<file path="src/rtl/cpu_bus_pkg.sv">
// Shared CPU memory-bus widths, arbiter state encoding and index helpers.
// Latency: n/a (declarations only).
// Backpressure: n/a.
package cpu_bus_pkg;

    localparam int BUS_ADDR_W = 32;
    localparam int BUS_DATA_W = 32;
    localparam int BUS_MASK_W = 4;

    typedef enum logic {
        ARB_IDLE = 1'b0,
        ARB_BUSY = 1'b1
    } arb_state_t;

    // Index width for an n-entry vector; never narrower than one bit.
    function automatic int idx_w(input int n);
        return (n > 1) ? $clog2(n) : 1;
    endfunction

    // Round-robin distance of index j from the slot just after last.
    // The slot right after last is 0; last itself is n-1, so it is considered last.
    function automatic int rr_dist(input int j, input int last, input int n);
        return (j - last - 1 + 2 * n) % n;
    endfunction

endpackage

</file>
<file path="src/rtl/rr_priority_picker.sv">
// Round-robin picker: first requester at or after (last_owner+1) mod N.
// Latency: purely combinational.
// Backpressure: none; valid is low when nobody requests.
//
// Ports:
//   req        - request vector, one bit per requester
//   last_owner - index of the previous winner
//   winner     - selected index (0 when valid is low)
//   valid      - at least one request present
module rr_priority_picker
    import cpu_bus_pkg::*;
#(
    parameter  int N  = 2,
    localparam int IW = idx_w(N)
) (
    input  logic [N-1:0]  req,
    input  logic [IW-1:0] last_owner,
    output logic [IW-1:0] winner,
    output logic          valid
);

    int best_dist;

    // Smallest rotated distance among requesters wins.
    always_comb begin
        winner    = '0;
        valid     = 1'b0;
        best_dist = N;
        for (int j = 0; j < N; j++) begin
            if (req[j] && (rr_dist(j, int'(last_owner), N) < best_dist)) begin
                best_dist = rr_dist(j, int'(last_owner), N);
                winner    = IW'(j);
                valid     = 1'b1;
            end
        end
    end

endmodule

</file>
<file path="src/rtl/bus_arbiter_rr.sv">
// Round-robin arbiter sharing one CPU memory bus between NUM_MASTERS masters.
// Latency: request seen at edge t drives s_ren/s_wen from cycle t+1; one idle bubble after each transaction.
// Backpressure: grant held until s_done, owner abort, or watchdog expiry.
//
// Ports: clk/rst (async active-high); m_* packed per-master request side
// (master i at [W*i +: W]); s_* single slave side; grant one-hot owner;
// timeout_err pulses in the cycle the watchdog forces completion.
module bus_arbiter_rr
    import cpu_bus_pkg::*;
#(
    parameter int NUM_MASTERS    = 2,
    parameter int TIMEOUT_CYCLES = 256
) (
    input  logic                              clk,
    input  logic                              rst,
    input  logic [BUS_ADDR_W*NUM_MASTERS-1:0] m_addr,
    input  logic [BUS_DATA_W*NUM_MASTERS-1:0] m_wdata,
    input  logic [BUS_MASK_W*NUM_MASTERS-1:0] m_wmask,
    input  logic [NUM_MASTERS-1:0]            m_ren,
    input  logic [NUM_MASTERS-1:0]            m_wen,
    output logic [BUS_DATA_W-1:0]             m_rdata,
    output logic [NUM_MASTERS-1:0]            m_done,
    output logic [BUS_ADDR_W-1:0]             s_addr,
    output logic [BUS_DATA_W-1:0]             s_wdata,
    output logic [BUS_MASK_W-1:0]             s_wmask,
    output logic                              s_ren,
    output logic                              s_wen,
    input  logic [BUS_DATA_W-1:0]             s_rdata,
    input  logic                              s_done,
    output logic [NUM_MASTERS-1:0]            grant,
    output logic                              timeout_err
);

    localparam int            OW      = idx_w(NUM_MASTERS);
    localparam int            CW      = (TIMEOUT_CYCLES > 0) ? $clog2(TIMEOUT_CYCLES + 1) : 1;
    localparam bit            WD_EN   = (TIMEOUT_CYCLES > 0);
    localparam logic [CW-1:0] CNT_EXP = CW'((TIMEOUT_CYCLES > 0) ? TIMEOUT_CYCLES - 1 : 0);
    localparam logic [CW-1:0] CNT_MAX = '1;

    arb_state_t             state_q, state_d;
    logic [NUM_MASTERS-1:0] grant_q, grant_d;
    logic [OW-1:0]          owner_q, owner_d;
    logic [OW-1:0]          last_q, last_d;
    logic [CW-1:0]          cnt_q, cnt_d;

    logic [NUM_MASTERS-1:0] req;
    logic [OW-1:0]          pick_idx;
    logic                   pick_vld;
    logic                   busy;
    logic                   owner_req;
    logic                   wd_hit;

    assign req       = m_ren | m_wen;
    assign busy      = (state_q == ARB_BUSY);
    assign owner_req = req[owner_q];
    // An owner that has already dropped its request is an abort, not a timeout.
    assign wd_hit    = WD_EN && busy && owner_req && !s_done && (cnt_q == CNT_EXP);

    rr_priority_picker #(.N(NUM_MASTERS)) u_picker (
        .req        (req),
        .last_owner (last_q),
        .winner     (pick_idx),
        .valid      (pick_vld)
    );

    // Slave side: everything is gated by the registered state, so reset
    // silences the bus immediately even mid-transaction.
    always_comb begin
        s_addr  = '0;
        s_wdata = '0;
        s_wmask = '0;
        s_ren   = 1'b0;
        s_wen   = 1'b0;
        m_done  = '0;
        if (busy) begin
            s_addr  = m_addr[BUS_ADDR_W*owner_q +: BUS_ADDR_W];
            s_wdata = m_wdata[BUS_DATA_W*owner_q +: BUS_DATA_W];
            s_wmask = m_wmask[BUS_MASK_W*owner_q +: BUS_MASK_W];
            // Write wins when a master raises both strobes.
            s_ren   = m_ren[owner_q] & ~m_wen[owner_q] & ~wd_hit;
            s_wen   = m_wen[owner_q] & ~wd_hit;
            m_done[owner_q] = s_done | wd_hit;
        end
    end

    assign m_rdata     = wd_hit ? '0 : s_rdata;
    assign grant       = grant_q;
    assign timeout_err = wd_hit;

    always_comb begin
        state_d = state_q;
        grant_d = grant_q;
        owner_d = owner_q;
        last_d  = last_q;
        cnt_d   = cnt_q;
        case (state_q)
            ARB_IDLE: begin
                if (pick_vld) begin
                    state_d = ARB_BUSY;
                    grant_d = NUM_MASTERS'(1) << pick_idx;
                    owner_d = pick_idx;
                    last_d  = pick_idx;
                    cnt_d   = '0;
                end
            end
            ARB_BUSY: begin
                if (s_done || wd_hit || !owner_req) begin
                    state_d = ARB_IDLE;
                    grant_d = '0;
                end else if (cnt_q != CNT_MAX) begin
                    cnt_d = cnt_q + 1'b1;
                end
            end
            default: begin
                state_d = ARB_IDLE;
                grant_d = '0;
            end
        endcase
    end

    always_ff @(posedge clk or posedge rst) begin
        if (rst) begin
            state_q <= ARB_IDLE;
            grant_q <= '0;
            owner_q <= '0;
            last_q  <= OW'(NUM_MASTERS - 1);
            cnt_q   <= '0;
        end else begin
            state_q <= state_d;
            grant_q <= grant_d;
            owner_q <= owner_d;
            last_q  <= last_d;
            cnt_q   <= cnt_d;
        end
    end

endmodule
</file>
<file path="config.mk">
export PLATFORM = sky130hd
export DESIGN_NAME = bus_arbiter_rr
export DESIGN_NICKNAME = d
export VERILOG_FILES = /design/src/rtl/cpu_bus_pkg.sv /design/src/rtl/rr_priority_picker.sv /design/src/rtl/bus_arbiter_rr.sv
export SDC_FILE = /design/constraint.sdc
export NUM_CORES = 1
export LEC_CHECK = 0
export BUFFER_PORTS_ARGS = -buffer_cell sky130_fd_sc_hd__buf_4
export CAP_MARGIN = 20
export CORE_AREA = 5 5 106 108
export CTS_BUF_LIST = sky130_fd_sc_hd__clkbuf_4 sky130_fd_sc_hd__clkbuf_8
export DETAILED_ROUTE_END_ITERATION = 7
export DIE_AREA = 0 0 111 113
export GPL_ROUTABILITY_DRIVEN = 1
export HOLD_SLACK_MARGIN = 0.15
export SLEW_MARGIN = 15
export SYNTH_ARGS = -nofsm -noshare
export SYNTH_HDL_FRONTEND = slang
export SYNTH_SLANG_ARGS = --single-unit
</file>
<file path="constraint.sdc">
create_clock -name clk -period 3.7 [get_ports clk]
set_input_delay 1.11 -clock clk [delete_from_list [all_inputs] [get_ports clk]]
set_output_delay 1.11 -clock clk [all_outputs]
set_load 0.1 [all_outputs]
</file>
==> results <==
- By area the synthesized netlist is led by mux2i_1 31%, nor2b_1 19%, dfrtp_1 15%.
- The global-route wire length before repair is 18550 um.
- The synthesis-to-finish area growth is 118.8%.
- For this block, the via count after detailed routing is 3031.
- The synthesized area per cell is 7.887 um2.
- The final layout contains 745 nets.
- The number of flip-flops and latches in the synthesized netlist is 14.
- The cell count after synthesis came out at 283.
- The final worst-path cycle share is 0.9989.
- The area of combinational cells with multiple inputs is 1819 um2.
- The CTS sink count is 14.
- The count of different cell masters after synthesis is 34.
- The total length of routed wires is 12240 um.
- The maximum root-to-sink buffer count is 2.
- Data arrives at the worst endpoint at 2.59 ns.
- The area of the core is 10140 um2.
- The area of the die is 12540 um2.
- The critical path is of the reg2out type.
- The post-synthesis sequential area ratio is 0.1575.
- The wire-length estimate of the detail-placed layout is 10020 um.
- For the pin with the worst max-slew slack, the measured transition is 0.7285 ns.
- The later pin in the worst-skew pair is clocked with a latency of 0.25 ns.
- For this run, the share of the core covered by cells in the final layout is 0.4817.
- The tightest min-delay check is of the reg2reg type.
- The number of buffers added by the clock tree synthesis step is 3.
- The cell area after technology mapping is 2232 um2.
- The relative max-transition margin is 0.5131.
- Derived from the worst setup path, the maximum achievable clock frequency is 270.6 MHz.
- For this design the ratio of total power to cell area is 1024 nW/um2.
- The cell sitting at the root of the clock tree is a clkbuf_8.
- The count of buffers inserted at the top-level ports is 281.
- After detailed routing, the average wire length per cell comes to 17.43 um.
- The largest total area in the synthesized netlist belongs to mux2i_1.
- The number of H-tree branching levels is 1.
- Setup repair after global routing could not meet its margin everywhere.
- The count of endpoints failing hold in the final timing report is 0.
- The number of I/O pins is 282.
- The required time of the worst setup path is 2.59 ns.
- The max-slew violation total from the final report came to 0.
- The worst-case IR drop observed on VDD is 0.0005890 V.
- Between clock sinks in the finished design, the worst skew comes to 0.0006895 ns.
- After detailed placement, the total cell area comes to 4578 um2.
- The filler cells instantiated in the layout total 980.
- The chip width is 111 um.
- Summing all flip-flop and latch instances after layout gives 356.6 um2.
- In the global route stage, overall resource usage came out at 0.1838.
- The height of the die is 113 um.
- Across all setup checks in the final design, the least slack found is 0.003903 ns.
- The number of design-rule violations left by the first detailed-router iteration is 121.
- The clock tree from TritonCTS is yes.
- The per-cell via count in the routed design is 4.318.
- The routability congestion estimate from global placement is 0.8304.
- The detail route stage leaves a number of antenna-violating nets equal to 0.
- The analysis attributes to cell leakage a power of 0.002541 uW.
- The flow ran to the end, and the final reports show no timing, DRC or antenna violations.
- The number of nets in the synthesized netlist is 461.
- The shortest clock period the worst path allows after layout is 3.696 ns.
- The via count of the first global-routing pass was 3068.
- The row count is 37.
- The final design instance area without fill is 4883 um2.
- The critical path startpoint category is a flop.
- The post-detailed-route DRC marker count is 0.
- The endpoint kind of the worst setup timing path is an output port.
- The yosys synthesis warning count is 0.
- The area fraction of the dominant cell type after synthesis is 0.3094.
- The clock-pin slew of the registers on the worst-case setup and hold paths is 0.06 ns.
- The pin count of the biggest net entering global routing is 77.
- The repair_antennas step left the layout with diodes totalling 0.
- The reported max-cap violation count is 0.
- In this run the worst path has a maximum fanout of 20.
- Setup violations remaining at the end of the flow were counted as 0.
- The starting density of the core is 0.2202.
- The pre-CTS setup slack is 0.01916 ns.
- The number of optimization iterations in the first detailed-route pass is 4.
- The fraction of layout cells with a size suffix above 1 is 0.5742.
- Global routing finished with a remaining overflow of 0.
- The initial antenna violation count is 0.
-- worst max-delay path, stage by stage (launching register included) --
cell and delay, ns:
dfrtp_1 0.36, ha_2 0.20, and3_4 0.19, and3_4 0.19
and3_4 0.20, ha_4 0.14, or4b_4 0.52, buf_8 0.18
and2_1 0.18, buf_6 0.18
-- cells by family (layout without fill, tap and decap cells) --
| group | Yosys count | after routing | synth area share |
|---|---|---|---|
| AOI/OAI and AO/OA | 28 | 28 | 0.07344 |
| buffers and inverters | 30 | 313 | 0.06558 |
| and+or+nand+nor | 139 | 139 | 0.3772 |
| adders and majority gates | 3 | 3 | 0.01682 |
| DFF | 14 | 14 | 0.1575 |
| muxes | 69 | 69 | 0.3094 |
-- sequential cells by signal (all words and copies together), names as in the netlist --
name and count:
grant 2, last_q 1, busy 1, cnt_q 9, owner_q 1
-- cells in the mapped netlist, drive strengths merged --
cell    number
nor4b        1
nor3         3
nor4         2
a41oi        1
and3         3
nand2        7
nor3b        2
nor2b       68
a31oi        6
nand4        1
o21bai       1
inv          8
and2        32
ha           3
o32ai        1
nand3b       1
nand2b       3
a32oi        1
dfrtp       13
o31ai        1
dfstp        1
clkbuf      10
or4b         1
nand3        2
a21oi        4
o21ai       13
buf         12
mux2i       69
or3          1
nor2        12
-- where the power goes --
part / total, uW / switching (uW) / internal, uW / leakage, uW
Sequential: 277 / 71.2 / 206 / 0.000181
Clock: 151 / 57.0 / 94.3 / 0.0000288
Combinational: 4570 / 3470 / 1110 / 0.00233
-- layout make-up --
type                       instances  area share
timing repair buffer             301      0.5014
tap                              136     0.03484
inverter                           8    0.006918
sequential                        14     0.07302
multi-input combinational        239      0.3725
clock buffer                       4     0.01127
-- path summary, 6_finish.rpt --
check / from / endpoint / slack [ns] / cells past startpoint
setup / recovery: cnt_q[0] / m_rdata[20] / 0.004 / 9
hold / removal: cnt_q[7] / cnt_q[7] / 0.50 / 1
setup reg to reg: cnt_q[0] / cnt_q[3] / 1.15 / 10
hold reg to reg: cnt_q[7] / cnt_q[7] / 0.50 / 1
max in group asynchronous: rst / owner_q / 2.38 / 2
min in group asynchronous: rst / cnt_q[1] / 0.91 / 2
-- layout by cell type, fill, tap and decap left out, drive strengths merged, types with 4 or more instances in the layout --
| cell | Yosys | final |
|---|---|---|
| and2 | 32 | 32 |
| o21ai | 13 | 13 |
| a31oi | 6 | 6 |
| dfrtp | 13 | 13 |
| mux2i | 69 | 69 |
| buf | 12 | 301 |
| nand2 | 7 | 7 |
| nor2b | 68 | 68 |
| a21oi | 4 | 4 |
| nor2 | 12 | 12 |
| inv | 8 | 7 |
| clkbuf | 10 | 4 |
-- per-layer routing --
metal	global-route usage	wire length [um]
met5	0	0
met4	0.03366	172
met3	0.03262	521
met2	0.3511	6796
met1	0.2157	4748
-- what timing repair did --
| item | CTS | global route |
|---|---|---|
| gates resized for setup | 52 | 2 |
| pin swaps | 2 | 0 |
| hold buffers | 0 | 0 |
| endpoints found under the setup margin | 37 | 37 |
| setup buffers | 1 | 4 |
-- metrics by stage --
step | hold WS (ns) | total power, uW | cells | setup TNS [ns]
after floorplan | 0.4425 | 3863 | 283 | -0.5070
after CTS | 0.4978 | 5036 | 698 | 0
after detailed placement | 0.4783 | 4834 | 693 | 0
after global placement | 0.4631 | 4817 | 693 | 0
after global routing | 0.5404 | 5169 | 702 | -1.980
final | 0.4953 | 5002 | 702 | 0
No activity file was read; power rests on OpenSTA's default activity.
